**src/rtl/csa_mult4_unit.sv**
```systemverilog
// Registered 4x4 unsigned multiplier: carry-save array of AND+adder base cells
// closed by a 4-bit ripple merge adder, one-cycle latency, one result per cycle.
module csa_mult4_unit #(
   parameter int ARCH   = 0,
   parameter int PROD_W = 9
) (
   input  logic              clk,
   input  logic              rst,
   input  logic              in_valid,
   input  logic [3:0]        a,
   input  logic [3:0]        b,
   output logic [PROD_W-1:0] product,
   output logic              out_valid
);

   // Valid semantics: in_valid=1 at a rising edge captures a*b into product and
   // raises out_valid for the following cycle only; there is no ready/stall path.

   logic [3:0][3:0] w_pp;
   logic [3:0][3:0] w_s;
   logic [3:0][3:0] w_c;
   logic [3:0]      w_sh;
   logic            w_x;
   logic            w_y;
   logic            w_z;
   logic            w_mc;
   logic [7:0]      w_prod;

   logic [PROD_W-1:0] r_product;
   logic              r_valid;

   always_comb begin
      w_pp   = '0;
      w_s    = '0;
      w_c    = '0;
      w_sh   = '0;
      w_x    = 1'b0;
      w_y    = 1'b0;
      w_z    = 1'b0;
      w_mc   = 1'b0;
      w_prod = '0;

      for (int i = 0; i < 4; i++) begin
         for (int j = 0; j < 4; j++) begin
            w_pp[i][j] = a[j] & b[i];
         end
      end

      // Row 0 is the bare partial-product row; it carries nothing yet.
      w_s[0] = w_pp[0];
      w_c[0] = '0;

      // Each row shifts the previous sum right by one weight position; carries
      // stay in their column (no horizontal propagation inside the array).
      for (int i = 1; i < 4; i++) begin
         w_sh = {1'b0, w_s[i-1][3:1]};
         for (int j = 0; j < 4; j++) begin
            w_x = w_pp[i][j];
            w_y = w_sh[j];
            w_z = w_c[i-1][j];
            if ((ARCH == 1) && (i == 1)) begin
               w_s[i][j] = w_x ^ w_y;
               w_c[i][j] = w_x & w_y;
            end else begin
               w_s[i][j] = w_x ^ w_y ^ w_z;
               w_c[i][j] = (w_x & w_y) | (w_x & w_z) | (w_y & w_z);
            end
         end
      end

      w_prod[0] = w_s[0][0];
      w_prod[1] = w_s[1][0];
      w_prod[2] = w_s[2][0];
      w_prod[3] = w_s[3][0];

      // Vector-merge ripple adder; its carry out of bit 7 is always 0 (max 225).
      w_sh = {1'b0, w_s[3][3:1]};
      w_mc = 1'b0;
      for (int k = 0; k < 4; k++) begin
         w_x           = w_sh[k];
         w_y           = w_c[3][k];
         w_prod[4 + k] = w_x ^ w_y ^ w_mc;
         w_mc          = (w_x & w_y) | (w_x & w_mc) | (w_y & w_mc);
      end
   end

   always_ff @(posedge clk) begin
      if (rst) begin
         r_product <= '0;
         r_valid   <= 1'b0;
      end else begin
         r_valid <= in_valid;
         if (in_valid) begin
            r_product <= PROD_W'(w_prod);
         end
      end
   end

   assign product   = r_product;
   assign out_valid = r_valid;

endmodule

```
**config.mk**
```make
export PLATFORM = sky130hd
export DESIGN_NAME = csa_mult4_unit
export DESIGN_NICKNAME = d
export VERILOG_FILES = /design/src/rtl/csa_mult4_unit.sv
export SDC_FILE = /design/constraint.sdc
export NUM_CORES = 1
export LEC_CHECK = 0
export BUFFER_PORTS_ARGS = -buffer_cell sky130_fd_sc_hd__buf_4
export CAP_MARGIN = 20
export CORE_MARGIN = 2
export CORE_UTILIZATION = 48
export DETAILED_ROUTE_END_ITERATION = 10
export GPL_TIMING_DRIVEN = 0
export PLACE_DENSITY = 0.79
export SYNTH_ARGS = -nofsm -noshare
export SYNTH_HDL_FRONTEND = slang
export SYNTH_SLANG_ARGS = --single-unit
```
**constraint.sdc**
```tcl
create_clock -name clk -period 6.8 [get_ports clk]
set_input_delay 0.68 -clock clk [delete_from_list [all_inputs] [get_ports clk]]
set_output_delay 0.68 -clock clk [all_outputs]
set_load 0.05 [all_outputs]
```
# == After elaboration in Yosys (flattened, before gate mapping) ==
# Cells that the tools add are included.
# op_classes
bitwise,80
# op_table
operator,n
AND 1 bit,44
XOR 1 bit,20
OR 1 bit,16
# word_totals
input_bits,11
out_inout_bits,10
regBits,9
elab_cells,82

# == Longest topological paths before layout ==
# depth
word_depth,15
depth_mapped,11
depth_no_buf,11

# == Worst setup path after synthesis ==
# OpenSTA, ideal clock, no wires.
# synth_path
path_type,input port to flip-flop
start,input b[1]
end,"register r_product[6], in the netlist product[6]"
required_time_ns,6.682
slack_ns,3.468
setup_ns,0.118
path_stages,11
arrival_ns,3.214
path_buffers,0
path_cell_list,and2_1 ha_1 fa_1 inv_1 fa_1 inv_1 ha_1 fa_1 fa_1 mux2i_1 nor2_1
# synth_between
elab_chain_cells,13
word_cells_on_any_way,53
classes_between,53 x bitwise
# synth_rtl
item,line_no,source
"start, declared",11,"input logic [3:0] b,"
AND 1 bit,45,w_pp[i][j] = a[j] & b[i];
XOR 1 bit or AND 1 bit (tied branches),"65, 66",
AND 1 bit,66,w_c[i][j] = (w_x & w_y) | (w_x & w_z) | (w_y & w_z);
OR 1 bit (2 in series),66,
AND 1 bit,66,
OR 1 bit (2 in series),66,
AND 1 bit (2 in series),83,w_mc = (w_x & w_y) | (w_x & w_mc) | (w_y & w_mc);
OR 1 bit (2 in series),83,
XOR 1 bit *,82,w_prod[4 + k] = w_x ^ w_y ^ w_mc;
via w_prod[6],27,logic [7:0] w_prod;
"end signal, assigned",94,r_product <= PROD_W'(w_prod);
"end, declared",29,logic [PROD_W-1:0] r_product;
# The timed path passes the listed nets; every way through them passes the cells marked *.
# A chain may end at the register's enable or synchronous reset.

# == Worst setup path after layout ==
# Same ends and word-level chain as after synthesis.

==> results.txt <==
----------------------------------------------------
[Pwr]
  Share of power burned in combinational logic ... 38.0%
  Seq pwr share ... 36.7%
  Internal ... approximately 100 uW
  Reported net switching power ... 58.8 uW
  Switching power as a share of total power ... 35.9%
  Leak pwr ... 0.428 nW
  Power consumption ... 164 uW
  Power density over the cells ... 198 nW/um^2
  Power share of the clock group ... 25.3%
  Largest voltage drop on the vdd net ... 147 uV

[Cells and area]
  Number of filler instances in the final layout ... 118
  # nets final ... 107
  Proportion of layout cells with a drive suffix above 1 ... 30.1%
  # diodes ... 0
  Area growth, synth to finish ... 26.4%

[GRT]
  Initial antenna violation count ... 0
  Aggregate global-route resource usage ... 17.8%
  Via count of the first global-routing pass ... 415
  Wire length of the first global-routing pass ... 1.78 mm
  Residual overflow from global routing ... 0
  Largest net degree at the start of global routing ... 11

[Route]
  DRT antenna net count ... 0
  Number of iterations in the first detailed-routing pass ... 2
  DRC errors left ... 0
  First-iteration detailed-routing DRC count ... 2
  Met1 routed wirelength after detailed routing ... slightly below 500 microns
  Vias after detailed routing ... between 400 and 500
  Routed wl met2 ... ~560 microns
  Drt total wl ... between 1 and 1.5 mm
  DR vias/cell ... 4.67
  Post-DR wirelength/cell ... 11.7 microns
  Highest metal layer with signal wires ... met4
  Total met3 wirelength after detailed routing ... roughly 92 microns

[Die]
  Top-level I/O count ... 21
  Initial Util ... about half
  Total die area ... 1670 sq um
  Number of standard-cell rows in the floorplan ... 13
  Chip Height ... 40.9 microns
  Core area ... 1280 sq um
  Overall die width ... 40.9 microns

[Yosys]
  Synth async-reset ratio ... 0%
  Post-synth top area cell ... sky130_fd_sc_hd__dfxtp_1
  Synthesis-stage register bit count ... 9
  Yosys warns ... 0
  Number of synthesized flops with an enable pin ... 0
  Total nets after synthesis ... 85
  Cell area after technology mapping ... around 650 sq um
  Post-synthesis area per instance ... between 10 and 15 sq um
  Number of cells produced by synthesis ... 62
  Fraction of the yosys area taken by sequential cells ... 27.5%
  Share of Yosys cell area claimed by the top area cell type ... 27.5%
  Prevailing post-synth register cell ... sky130_fd_sc_hd__dfxtp_1
  Cell types with the highest counts after synthesis ... 14 x sky130_fd_sc_hd__and2_1, 9 x sky130_fd_sc_hd__dfxtp_1, 8 x sky130_fd_sc_hd__fa_1, 7 x sky130_fd_sc_hd__mux2i_1, 7 x sky130_fd_sc_hd__nor2_1
  Most repeated cell in the gate-level netlist after synthesis ... sky130_fd_sc_hd__and2_1
  Netlist cell types ... 16
  Leading post-synthesis cells by cell area ... sky130_fd_sc_hd__dfxtp_1 28%, sky130_fd_sc_hd__fa_1 24%, sky130_fd_sc_hd__and2_1 13%

[Setup path]
  Kind of critical path ... input port to flip-flop
  Arr. time, crit path ... 3.47 ns
  Slowest cell on the critical path ... sky130_fd_sc_hd__fa_1
  Most repeated library cell on the critical path ... sky130_fd_sc_hd__fa_1
  Launching element type of the critical path ... input port
  Largest fanout on the critical path ... 4
  List of cells traversed by the critical path ... buf_4 -> and2_1 -> ha_1 -> fa_1 -> inv_1 -> fa_1 -> inv_1 -> ha_1 -> fa_1 -> fa_1 -> mux2i_1 -> nor2_1
  Depth of the worst register-to-register path ... 2
  Data required time of the critical path ... 6.95 ns
  Crit-path max cell delay ... 0.51 ns
  Kind of end point of the critical path ... flip-flop

[STA]
  Min setup slack post-route ... 3.48 ns
  Post-Route Setup TNS ... 0 ns
  Final Max Tran Viols ... 0
  Number of hold violations in the final report ... 0
  Unrepaired setup endpoints after global routing ... no
  Setup Skew ... 0 ns
  Final cycle utilization of the critical path ... around 49%
  Fmax ... ~300 MHz
  Total setup violations reported at the end of the flow ... 0
  Final critical delay including setup and external delays ... roughly 3.3 ns

[Min path]
  Cell count of the worst hold path ... 2
  Class of the tightest hold or removal check ... flip-flop to flip-flop

[CTS]
  CTS Buf Count ... 3
  Number of H-tree levels ... 1
  Post-CTS resize count ... 0
  TritonCTS clock tree ... done
  Number of buffers added to fix hold violations after cts ... 0
  Worst-path clk slew ... 0.06 ns
  Clock latency on the worst-skew pair ... between 0.2 and 0.3 ns
  Master cell of the clock root buffer ... sky130_fd_sc_hd__clkbuf_4
  Maximum clock insertion buffer count ... 2
  Clock tree sinks ... 9
  Setup Fix Bufs, Post-CTS ... 0

[Place]
  Final estimated routing congestion in global placement ... 0.740
  Placement-stage worst setup slack ... about 3.2 ns
  Count of port buffers added during placement ... 17

[Job]
  Max cap viols ... 0

[Run status]
  Status ... finished, final reports clean

----------------------------------------------------
## area by class of cell
cell class              instances  area [sq um]  share of cell area (%)
flip-flops and latches          9           180                    21.8
multi-input cells              46           435                    52.6
plain buffers                   3          23.8                    2.87
inverters                       4          15.0                    1.82
clock buffers                   4          26.3                    3.18
repair buffers                 17           128                    15.4
well taps                      15          18.8                    2.27
## placed cells by master (no fill, tap or decap)
cell	netlist	layout
sky130_fd_sc_hd__a21oi_2	1	1
sky130_fd_sc_hd__and2_1	14	14
sky130_fd_sc_hd__buf_4	1	18
sky130_fd_sc_hd__buf_6	1	1
sky130_fd_sc_hd__clkbuf_1	0	1
sky130_fd_sc_hd__clkbuf_2	1	1
sky130_fd_sc_hd__clkbuf_4	0	3
sky130_fd_sc_hd__conb_1	1	1
sky130_fd_sc_hd__dfxtp_1	9	9
sky130_fd_sc_hd__fa_1	8	8
sky130_fd_sc_hd__ha_1	4	4
sky130_fd_sc_hd__inv_1	4	4
sky130_fd_sc_hd__mux2i_1	7	7
sky130_fd_sc_hd__nand2_1	1	1
sky130_fd_sc_hd__nand2b_4	1	1
sky130_fd_sc_hd__nand3_1	1	1
sky130_fd_sc_hd__nor2_1	7	7
sky130_fd_sc_hd__nor2b_1	1	1
## layer usage
metal	vias to the layer above	GRT usage (%)
li1	232	-
met1	209	22.6
met2	14	25.8
met3	3	9.78
met4	0	5.00
met5	-	0
## worst paths after layout
| path | startpoint | to | slack [ns] |
|---|---|---|---|
| worst max-delay path | b[1] | product[6]$_SDFFE_PP0P_ | 3.48 |
| worst min-delay path | product[0]$_SDFFE_PP0P_ | product[0]$_SDFFE_PP0P_ | 0.48 |
| worst max register to register | product[3]$_SDFFE_PP0P_ | product[3]$_SDFFE_PP0P_ | 6.19 |
| worst min register to register | product[0]$_SDFFE_PP0P_ | product[0]$_SDFFE_PP0P_ | 0.48 |
## power groups by stage
stage	registers [mW]	clock network, mW	logic (mW)
2_1_floorplan	0.0782	0	0.0268
3_3_place_gp	0.0611	0	0.0612
3_5_place_dp	0.0614	0	0.0634
4_1_cts	0.0602	0.0433	0.0636
5_1_grt	0.0608	0.0477	0.0688
6_report	0.0601	0.0414	0.0622
## flip-flops by register name, summed over array words and instances, names as in the netlist
register	flops
out_valid	1
product	8
## through the flow
stage	hold slack (ns)	area [sq um]	util, %	cells
finish	0.482	827	64.4	98
global route	0.496	827	64.4	98
CTS	0.483	827	64.4	98
detailed placement	0.473	801	62.3	94
global placement	0.468	801	62.3	94
floorplan	0.704	654	-	62
## critical path, delay by kind of cell
| family | cells | cell delay, ns |
|---|---|---|
| buffers and inverters | 3 | 0.21 |
| muxes | 1 | 0.14 |
| and+or+nand+nor | 2 | 0.20 |
| adders and majority gates | 6 | 2.23 |
## kinds of logic (layout without fill, tap and decap cells)
kind of cell             after synthesis  after routing  synth area share (%)
AO/OA/AOI/OAI                          1              1                  1.34
adder cells (fa/ha/maj)               12             12                  32.1
buffers and inverters                  7             28                  5.93
flip-flops                             9              9                  27.5
multiplexers                           7              7                  10.7
other                                  1              1                 0.573
AND/OR/NAND/NOR                       25             25                  21.8
(Power assumes the default switching activity.)
